`src/rtl/seq_alu_pkg.sv`:
```
// rtl/seq_alu_pkg.sv - opcodes and FSM states shared by seq_alu and its multiplier core
package seq_alu_pkg;

  localparam logic [2:0] OP_ADD = 3'b000;
  localparam logic [2:0] OP_SUB = 3'b001;
  localparam logic [2:0] OP_AND = 3'b010;
  localparam logic [2:0] OP_OR  = 3'b011;
  localparam logic [2:0] OP_MUL = 3'b100;

  typedef enum logic {
    ST_IDLE = 1'b0,
    ST_MUL  = 1'b1
  } state_e;

endpackage

```
`src/rtl/seq_alu_mul.sv`:
```
// rtl/seq_alu_mul.sv - iterative unsigned shift-add multiplier core, one partial product per step
module seq_alu_mul #(
  parameter int WIDTH = 16
) (
  input  logic               clk,
  input  logic               rst,
  input  logic               load,
  input  logic               step,
  input  logic [WIDTH-1:0]   ma,
  input  logic [WIDTH-1:0]   mb,
  output logic [2*WIDTH-1:0] prod_next,
  output logic               last
);

  localparam int CW = (WIDTH > 1) ? $clog2(WIDTH) : 1;

  logic [2*WIDTH-1:0] acc;
  logic [2*WIDTH-1:0] mcand;
  logic [WIDTH-1:0]   mplier;
  logic [CW-1:0]      cnt;

  // Accumulator value after the current step; the top captures it on the last step.
  assign prod_next = acc + (mplier[0] ? mcand : '0);
  assign last      = (cnt == CW'(WIDTH - 1));

  // Load magnitudes, then add the shifted multiplicand for each set multiplier bit.
  always_ff @(posedge clk or posedge rst) begin
    if (rst) begin
      acc    <= '0;
      mcand  <= '0;
      mplier <= '0;
      cnt    <= '0;
    end else if (load) begin
      acc    <= '0;
      mcand  <= {{WIDTH{1'b0}}, ma};
      mplier <= mb;
      cnt    <= '0;
    end else if (step) begin
      acc    <= prod_next;
      mcand  <= mcand << 1;
      mplier <= mplier >> 1;
      cnt    <= cnt + 1'b1;
    end
  end

endmodule

```
`src/rtl/seq_alu.sv`:
```
// rtl/seq_alu.sv - multi-cycle ALU with Z/N/V flags and done pulse; SEQ_ALU_MUL_EN builds signed MUL
module seq_alu
  import seq_alu_pkg::*;
#(
  parameter int WIDTH = 16
) (
  input  logic             clk,
  input  logic             rst,
  input  logic             start,
  input  logic [2:0]       op,
  input  logic [WIDTH-1:0] a,
  input  logic [WIDTH-1:0] b,
  output logic             busy,
  output logic             done,
  output logic [WIDTH-1:0] result,
  output logic             z,
  output logic             n,
  output logic             v
);

  logic [2:0]       op_q;
  logic [WIDTH-1:0] a_q;
  logic [WIDTH-1:0] b_q;
  logic             pend;
  logic             accept;
  logic [WIDTH-1:0] sum;
  logic [WIDTH-1:0] diff;
  logic [WIDTH-1:0] alu_res;
  logic             alu_v;
  logic             wr_en;
  logic [WIDTH-1:0] wr_res;
  logic             wr_v;

`ifdef SEQ_ALU_MUL_EN
  state_e             state;
  logic               busy_q;
  logic               neg_q;
  logic [WIDTH-1:0]   mag_a;
  logic [WIDTH-1:0]   mag_b;
  logic [2*WIDTH-1:0] mag_p;
  logic [2*WIDTH-1:0] sgn_p;
  logic               mul_last;
  logic               mul_load;
  logic               mul_step;
  logic               mul_fin;
  logic [WIDTH-1:0]   mul_res;
  logic               mul_v;

  assign busy     = busy_q;
  assign accept   = start && !busy_q;
  assign mag_a    = a[WIDTH-1] ? -a : a;
  assign mag_b    = b[WIDTH-1] ? -b : b;
  assign mul_load = accept && (op == OP_MUL);
  assign mul_step = (state == ST_MUL);
  assign mul_fin  = mul_step && mul_last;
  assign sgn_p    = neg_q ? -mag_p : mag_p;
  assign mul_res  = sgn_p[WIDTH-1:0];
  // Representable only if the top WIDTH+1 product bits are a pure sign extension.
  assign mul_v    = !((&sgn_p[2*WIDTH-1:WIDTH-1]) || !(|sgn_p[2*WIDTH-1:WIDTH-1]));

  seq_alu_mul #(.WIDTH(WIDTH)) u_mul (
    .clk       (clk),
    .rst       (rst),
    .load      (mul_load),
    .step      (mul_step),
    .ma        (mag_a),
    .mb        (mag_b),
    .prod_next (mag_p),
    .last      (mul_last)
  );
`else
  assign busy   = 1'b0;
  assign accept = start;
`endif

  // Single-cycle operations on the latched operands; anything unrecognised is illegal.
  always_comb begin
    sum     = a_q + b_q;
    diff    = a_q - b_q;
    alu_res = '0;
    alu_v   = 1'b1;
    case (op_q)
      OP_ADD: begin
        alu_res = sum;
        alu_v   = (a_q[WIDTH-1] == b_q[WIDTH-1]) && (sum[WIDTH-1] != a_q[WIDTH-1]);
      end
      OP_SUB: begin
        alu_res = diff;
        alu_v   = (a_q[WIDTH-1] != b_q[WIDTH-1]) && (diff[WIDTH-1] != a_q[WIDTH-1]);
      end
      OP_AND: begin
        alu_res = a_q & b_q;
        alu_v   = 1'b0;
      end
      OP_OR: begin
        alu_res = a_q | b_q;
        alu_v   = 1'b0;
      end
      default: begin
        alu_res = '0;
        alu_v   = 1'b1;
      end
    endcase
  end

  // Pick which completing operation updates result/flags this edge.
  always_comb begin
    wr_en  = pend;
    wr_res = alu_res;
    wr_v   = alu_v;
`ifdef SEQ_ALU_MUL_EN
    if (mul_fin) begin
      wr_en  = 1'b1;
      wr_res = mul_res;
      wr_v   = mul_v;
    end
`endif
  end

  // Control FSM: latch operands on accept, write result/flags and pulse done on completion.
  always_ff @(posedge clk or posedge rst) begin
    if (rst) begin
      op_q   <= '0;
      a_q    <= '0;
      b_q    <= '0;
      pend   <= 1'b0;
      done   <= 1'b0;
      result <= '0;
      z      <= 1'b0;
      n      <= 1'b0;
      v      <= 1'b0;
`ifdef SEQ_ALU_MUL_EN
      state  <= ST_IDLE;
      busy_q <= 1'b0;
      neg_q  <= 1'b0;
`endif
    end else begin
      done <= wr_en;
      pend <= 1'b0;
      if (wr_en) begin
        result <= wr_res;
        z      <= (wr_res == '0);
        n      <= wr_res[WIDTH-1];
        v      <= wr_v;
      end
      if (accept) begin
        op_q <= op;
        a_q  <= a;
        b_q  <= b;
      end
`ifdef SEQ_ALU_MUL_EN
      case (state)
        ST_IDLE: begin
          if (accept) begin
            if (op == OP_MUL) begin
              state  <= ST_MUL;
              busy_q <= 1'b1;
              neg_q  <= a[WIDTH-1] ^ b[WIDTH-1];
            end else begin
              pend <= 1'b1;
            end
          end
        end
        ST_MUL: begin
          if (mul_last) begin
            state  <= ST_IDLE;
            busy_q <= 1'b0;
          end
        end
        default: state <= ST_IDLE;
      endcase
`else
      if (accept) pend <= 1'b1;
`endif
    end
  end

endmodule
```
`config.mk`:
```
export PLATFORM = sky130hd
export DESIGN_NAME = seq_alu
export DESIGN_NICKNAME = d
export VERILOG_FILES = /design/src/rtl/seq_alu_pkg.sv /design/src/rtl/seq_alu_mul.sv /design/src/rtl/seq_alu.sv
export SDC_FILE = /design/constraint.sdc
export NUM_CORES = 1
export LEC_CHECK = 0
export BUFFER_PORTS_ARGS = -buffer_cell sky130_fd_sc_hd__buf_2
export CORE_MARGIN = 2
export CORE_UTILIZATION = 40
export CTS_BUF_LIST = sky130_fd_sc_hd__clkbuf_8
export DETAILED_ROUTE_END_ITERATION = 10
export SLEW_MARGIN = 10
export SYNTH_ARGS = -nofsm -noshare
export SYNTH_HDL_FRONTEND = slang
export SYNTH_HIERARCHICAL = 1
export SYNTH_SLANG_ARGS = --single-unit
```
`constraint.sdc`:
```
create_clock -name clk -period 3.2 [get_ports clk]
set_input_delay 0.64 -clock clk [delete_from_list [all_inputs] [get_ports clk]]
set_output_delay 0.64 -clock clk [all_outputs]
set_load 0.02 [all_outputs]
```
# Word level (Yosys, flattened, before mapping)
# Index checks and enable logic that the tools add are counted.
# Widths: inputs -> output; s select.
word_totals:
  ff_bits: 56
  in_bits: 38
  out_inout_bits: 21
  word_cells: 28
classes:
  add_sub_neg: 2
  eq_ne: 7
  muxes: 3
  bitwise: 2
  reduce_logical: 5
op_table:
  columns: ["operator", "n"]
  rows:
  - ["$pmux 16 s4", 1]
  - ["$add 16x16->16", 1]
  - ["$and 16x16->16", 1]
  - ["$logic_not 16->1", 1]
  - ["$or 16x16->16", 1]
  - ["$sub 16x16->16", 1]
  - ["$eq 3x2->1 const B", 2]
  - ["$eq 3x1->1 const B", 1]
  - ["$logic_not 3->1", 1]
  - ["$ne 1x1->1", 3]
  - ["$pmux 1 s3", 1]
  - ["$logic_and 1x1->1", 2]
  - ["$reduce_or 2->1", 1]
  - ["$eq 1x1->1", 1]
  - ["$mux 1", 1]

# Logic depth before layout (Yosys ltp)
# Gate-level depths: netlist of run 1.
logic_depth:
  word_depth: 4
  ltp_mapped: 13
  mapped_depth_nobuf: 13

# Worst setup path after synthesis of run 1
# No wires, ideal clock.
synth_timing:
  path_type: "register to register"
  start: "reg a_q[0]"
  end: "reg z"
  setup_time_ps: 95
  arrival_ps: 2703
  t_required_ps: 3105
  slack_ps: 402
  stages_incl_launch_ff: 14
  path_buffers: 0
  synth_period_minus_slack_ps: 2798
  cell_sequence: "dfrtp_1 -> inv_1 -> ha_1 -> inv_1 -> fa_1 -> xnor2_1 -> o21ai_1 -> a211oi_1 -> or3_1 -> nor4_1 -> and4_1 -> nor4bb_1 -> nand4_1 -> o31ai_1"
synth_via:
  elab_chain_cells: 3
  elab_cells_between_ends: 6
  cone_classes: "add/sub (2); mux (1); bitwise (2); reduce/logical (1)"
synth_rtl:
  columns: ["element", "line", "source"]
  rows:
  - ["start: declaration", "seq_alu.sv:22", "logic [WIDTH-1:0] a_q;"]
  - ["start signal: assignment", "seq_alu.sv:124", "a_q <= '0;"]
  - ["start signal: assignment", "seq_alu.sv:148", "a_q <= a;"]
  - ["$sub 16x16->16, or another cell as far along", "seq_alu.sv:79", "diff = a_q - b_q;"]
  - ["$pmux 16 s4 (*)", "seq_alu.sv:82", "case (op_q)"]
  - ["$logic_not 16->1 (*)", "seq_alu.sv:142", "z <= (wr_res == '0);"]
  - ["end signal: assignment", "seq_alu.sv:142", null]
  - ["end: declaration", "seq_alu.sv:16", "output logic z,"]
# Every way passes the cells marked *; elsewhere a longest branch is shown, timed or not.
# A chain may end at the register's enable or synchronous reset.

# Worst setup path after layout of run 1
layout_timing:
  start: "reg a_q[3]"
  end: "reg v"
layout_via:
  elab_chain_cells: 4
  elab_cells_between_ends: 7
  cone_classes: "add/sub (2); eq/ne (2); mux (1); reduce/logical (2)"
layout_rtl:
  columns: ["element", "line", "source"]
  rows:
  - ["$sub 16x16->16 / $add 16x16->16 (equally long branches)", "seq_alu.sv:79, seq_alu.sv:78", null]
  - ["$ne 1x1->1, on equally long branches", "seq_alu.sv:89, seq_alu.sv:85", null]
  - ["$logic_and 1x1->1, on equally long branches", "seq_alu.sv:89, seq_alu.sv:85", null]
  - ["$pmux 1 s3 (*)", "seq_alu.sv:82", null]
  - ["end signal: assignment", "seq_alu.sv:144", "v <= wr_v;"]
  - ["end: declaration", "seq_alu.sv:18", "output logic v"]
# Marked as above.

==> results of run 1 <==
-- timing repair --
item	CTS	global route
setup endpoints to repair	0	3
gates resized for setup	0	8
hold buffers	0	0
-- cells in the mapped netlist, types with 3 or more instances --
cell type  number  area [sq um]
nor2_1         41           154
buf_2          15          75.1
nor3_1         12          60.1
clkbuf_1       11          41.3
a21oi_1        31           155
o22ai_1         3          18.8
o211ai_1        4          30.0
nor4_1          6          37.5
dfrtp_1        55          1380
nand4_1         4          25.0
ha_1           50           626
a211oi_1       14           105
o21a_1          4          30.0
o21bai_1        6          45.0
or3_1           4          25.0
a211o_1         3          26.3
inv_1          48           180
nand2_1        50           188
xnor2_1         8          70.1
a21o_1          7          52.6
nand3_1         6          30.0
buf_4           6          45.0
mux2i_1         5          50.1
a31oi_1         5          31.3
nand2b_1        6          37.5
mux2_2          9           101
nor2b_1         5          31.3
o21ai_0        42           210
-- worst max-delay path: stages (launching register included) --
cell,delay (ns)
dfrtp_1,0.38
inv_1,0.07
ha_1,0.37
buf_4,0.17
nor3b_1,0.05
a211o_1,0.29
o211ai_2,0.21
nand3_1,0.18
a311o_1,0.35
xnor2_1,0.16
nor3_1,0.07
nor3_1,0.43
a21oi_1,0.13
-- flip-flops by register name, summed over array words and instances, names as in the netlist --
name and count:
pend 1, op_q 3, result 16, b_q 16, z 1, a_q 16, done 1, v 1
-- path summary, 6_finish.rpt --
path	from	slack, ns	cells past startpoint	to
max in group asynchronous	rst	2.25	3	b_q[7]
worst min-delay path	rst	0.49	3	result[1]
worst max-delay path	a_q[3]	0.19	12	v
worst max register to register	a_q[3]	0.19	12	v
worst min register to register	result[0]	0.51	1	result[0]
min in group clk	result[0]	0.51	1	result[0]
-- final cells by class --
| cell class | instances | area [sq um] |
|---|---|---|
| repair buffers | 74 | 413 |
| inverters | 50 | 188 |
| fillers | 1091 | 5870 |
| multi-input cells | 385 | 2760 |
| flip-flops and latches | 55 | 1380 |
| clock buffers | 7 | 96.3 |
| well taps | 140 | 175 |
| clock inverters | 1 | 3.75 |
-- metrics by stage --
step,hold slack (ns),utilization [%]
after floorplan,0.349,-
after global placement,0.485,44.8
after detailed placement,0.491,44.8
after CTS,0.503,45.7
after global routing,0.521,46.1
final,0.493,46.1
-- power by group --
part / internal [uW] / total [uW] / switching, uW / leakage (uW)
Sequential: 779 / 849 / 69.2 / 0.000668
Combinational: 407 / 1000 / 597 / 0.00168
Clock: 195 / 425 / 230 / 0.0000557
Total: 1380 / 2280 / 896 / 0.00240
-- per-layer routing --
metal / track usage [%] / wire, microns / vias up
li1: - / - / 1922
met1: 30.3 / 5720 / 1808
met2: 28.8 / 4830 / 141
met3: 2.85 / 677 / 6
met4: 5.42 / 116 / 0
met5: 0 / 0 / -
-- cell families after synthesis --
kind of cell | after synthesis
xor gates and xnor gates | 10
and+or+nand+nor | 153
buffers and inverters | 86
DFF | 55
adders and majority gates | 52
other | 1
muxes | 15
AOI/OAI and AO/OA | 154
==> flow_summary.yaml, run 1 <==
outcome:
  status: "finished, final reports clean"
grt:
  overflow: 0
  track_usage_pct: 19.8
  grt_pass1_vias: 3571
  grt_pass1_wl_microns: 18600
  grt_antenna_before_repair: 0
  grt_max_degree: 56
sta:
  setup_viol: 0
  rsz0062_at_grt: "no"
  post-route-min-period_ns: 3.01
  worst_slack_ns: 0.194
  tns_ns: 0
  hold_viol: 0
  relSlewSlack_pct: 53.8
  max_freq_ghz: 0.333
  slew_viol_final: 0
  fin_skew_ns: 0.00922
  worst_pin_slew_ns: 0.693
  period_share_pct: 93.9
die:
  fp-row-count: 38
  start_util_pct: 41.1
  pin_count: 59
  die_y_microns: 110
  design.die.area_sq_um: 12000
  core_sq_um: 10900
  die_x_microns: 110
setup_path:
  end_kind: "flip-flop"
  worstSetupStartpointType: "flip-flop"
  required_ns: 3.38
  critPathKind: "reg -> reg"
  critPathArrivalTime_ns: 3.19
  cp_max_fo: 5
clock_network:
  tritoncts: "built"
  root_buffer: "clkbuf_8"
  htree_levels: 2
  cts_buffer_depth: 2
  clk_pin_slew_ns: 0.10
  clock_latency_ns: 0.32
  cts_sinks: 55
  cts_buffers: 5
  cts_setup_buffers: 0
placement:
  io_buffers: 57
  pre_cts_slack_ns: 0.0986
  place.gp.congestion: 0.935
  dp_cells: 704
  dpl_cell_area_sq_um: 4870
  hpwl_microns: 8780
power_and_ir_drop:
  static-leakage-power_uw: 0.00240
  powerDensity_nw_per_um2: 454
  p_total_uw: 2280
  irDropWorstVdd_mv: 0.177
cells_and_area:
  final_cells: 712
  area_growth_pct: 12.2
  fin_area_sq_um: 5010
  final_common_cell: "buf_2"
  num-nets-final: 661
  layout_common_cells: "buf_2 (57), dfrtp_1 (55), nand2_1 (50)"
  diodes: 0
  drive_above_1_share_pct: 20.3
synthesis:
  yosysSeqAreaShare_pct: 30.8
  yosysWarnings: 6
  async_flop_share_pct: 100
  synth_compound_area_share_pct: 23.2
  syn_avg_cell_area_sq_um: 8.50
  synth_top_family_by_area: "compound AO/OA/AOI/OAI gates"
  synth_edf_count: 0
  syn-cell-area_sq_um: 4470
  syn_nets: 616
  yosys.area_share.simple_pct: 16.8
  synthMuxAreaShare_pct: 3.97
  synth-main-ff-cell: "dfrtp_1"
  synth_fa_ha_area_share_pct: 14.9
  synth_seq_cells: 55
  syn_inst: 526
  synth-xor-area-share_pct: 1.96
  synth.distinct_cells: 80
worst_hold_path:
  holdCritPathClass: "in -> async"
route:
  drc: 0
  wl_microns: 11300
  vias_per_cell: 5.45
  drt_iter0_markers: 240
  vias: 3877
  wire_per_inst_microns: 15.9
  dr.pass1.iters: 5
  ant_nets: 0
flow_run:
  maxCapViolCount: 0
(Power assumes the default switching activity.)
==> run 2, diff against run 1 <==
==> constraint.sdc (replaced) <==
create_clock -name clk -period 2.9 [get_ports clk]
set_input_delay 0.58 -clock clk [delete_from_list [all_inputs] [get_ports clk]]
set_output_delay 0.58 -clock clk [all_outputs]
set_load 0.02 [all_outputs]
==> run 2 against run 1 <==
Die area did not move. The run now ends with setup timing left. Final area rose by 9.7%. Register-to-register slack got worse by 0.21 ns. Critical endpoint is now z. Sequential cell count did not move. Via count rose by 5.0%. Clock power fell by 0.9%. Setup slack got worse by 0.21 ns. Power rose by 17%. Sequential power rose by 10%. Largest power group unchanged. Largest cell class unchanged.
==> flow_summary.yaml, run 2 (same netlist as run 1, synthesis figures left out) <==
power_and_ir_drop:
  powerDensity_nw_per_um2: 486
  static-leakage-power_uw: 0.00268
  irDropWorstVdd_mv: 0.246
  p_total_uw: 2680
route:
  drt_iter0_markers: 366
  vias_per_cell: 5.33
  wl_microns: 11900
  drc: 0
  dr.pass1.iters: 5
  wire_per_inst_microns: 15.6
  ant_nets: 0
  vias: 4070
cells_and_area:
  area_growth_pct: 23.0
  reg_top3: "a_q x16, b_q x16, result x16"
  layout_common_cells: "buf_4 (67), buf_2 (57), dfrtp_1 (55)"
  final_common_cell: "buf_4"
  final_cells: 763
  n_fill_cell: 1085
  num-nets-final: 712
  diodes: 0
  drive_above_1_share_pct: 29.4
  fin_util_pct: 50.5
flow_run:
  maxCapViolCount: 0
grt:
  grt_pass1_vias: 3779
  overflow: 0
  grt_pass1_wl_microns: 19500
  grt_max_degree: 50
  track_usage_pct: 20.7
  grt_antenna_before_repair: 0
placement:
  hpwl_microns: 9320
  place.gp.congestion: 0.963
  io_buffers: 57
  pre_cts_slack_ns: -0.193
  dp_cells: 751
clock_network:
  cts_buffer_depth: 2
  tritoncts: "built"
  root_buffer: "clkbuf_8"
  htree_levels: 2
  clk_pin_slew_ns: 0.10
  clock_latency_ns: 0.32
  cts_buffers: 5
  cts_sinks: 55
setup_path:
  cp_max_fo: 3
  worstSetupStartpointType: "flip-flop"
  required_ns: 3.14
  end_kind: "flip-flop"
  critPathArrivalTime_ns: 3.15
  critPathKind: "reg -> reg"
die:
  die_y_microns: 110
  pin_count: 59
  start_util_pct: 41.1
  design.die.area_sq_um: 12000
  die_x_microns: 110
  fp-row-count: 38
  core_sq_um: 10900
sta:
  setup_viol: 1
  rsz0062_at_grt: "yes"
  slew_viol_final: 0
  hold_viol: 0
  worst_slack_ns: -0.0139
  fin_skew_ns: 0.00770
  period_share_pct: 100
  max_freq_ghz: 0.343
  relSlewSlack_pct: 50.6
  worst_pin_slew_ns: 0.741
  post-route-min-period_ns: 2.91
outcome:
  status: "finished, violations left"
  violations: "setup timing"
worst_hold_path:
  holdCritPathClass: "in -> async"
## run 2: path summary, 6_finish.rpt
kind | startpoint | end | slack [ns] | cells past startpoint
max | a_q[0] | z | -0.01 | 14
min | rst | result[1] | 0.13 | 2
max reg2reg | a_q[0] | z | -0.01 | 14
min reg2reg | z | z | 0.51 | 2
max in group asynchronous | rst | a_q[14] | 2.21 | 3
min in group clk | b[0] | b_q[0] | 0.46 | 3
## run 2: area by class of cell
type,count,area [sq um],area share (%)
sequential,55,1380,25.0
tap,140,175,3.19
inverter,50,188,3.41
clock inverter,3,12.5,0.228
multi-input combinational,385,2880,52.4
clock buffer,5,68.8,1.25
timing repair buffer,125,800,14.5
## run 2: per-layer routing
layer | global-route usage, % | up-vias | wire (microns)
met3 | 2.55 | 6 | 670
met5 | 0 | - | 0
li1 | - | 2025 | -
met2 | 30.9 | 134 | 5220
met4 | 4.88 | 0 | 114
met1 | 31.7 | 1905 | 5890
## run 2: report_power, final
| part | internal, uW | leakage [uW] | switching [uW] | total [uW] |
|---|---|---|---|---|
| registers | 860 | 0.000668 | 76.0 | 936 |
| logic | 601 | 0.00196 | 717 | 1320 |
| clock network | 164 | 0.0000505 | 257 | 421 |
## run 2: per-stage QoR
| stage | hold slack, ns | instance area (sq um) | setup TNS, ns |
|---|---|---|---|
| 3_5_place_dp | 0.480 | 5230 | -0.416 |
| 5_1_grt | 0.124 | 5500 | -0.340 |
| 3_3_place_gp | 0.475 | 5230 | -0.173 |
| 2_1_floorplan | 0.349 | 4470 | 0 |
| 4_1_cts | 0.124 | 5430 | -0.0335 |
| 6_report | 0.132 | 5500 | -0.0139 |
## run 2: worst max-delay path: stages (launching register included)
cell and delay (ns):
dfrtp_1 0.42, inv_2 0.09, ha_4 0.14, inv_2 0.03, fa_2 0.35, buf_6 0.13
nand2b_4 0.06, a211oi_2 0.07, or4_4 0.43, a31o_4 0.25, a221oi_2 0.22, o21a_1 0.18
xnor2_2 0.13, o211ai_1 0.10, o31ai_1 0.23
## run 2: repair_timing
action | 4_1_cts | 5_1_grt
hold buffers | 0 | 0
buffers inserted | 3 | 1
gates resized for setup | 20 | 11
pin swaps | 8 | 7
endpoints found under the setup margin | 5 | 7
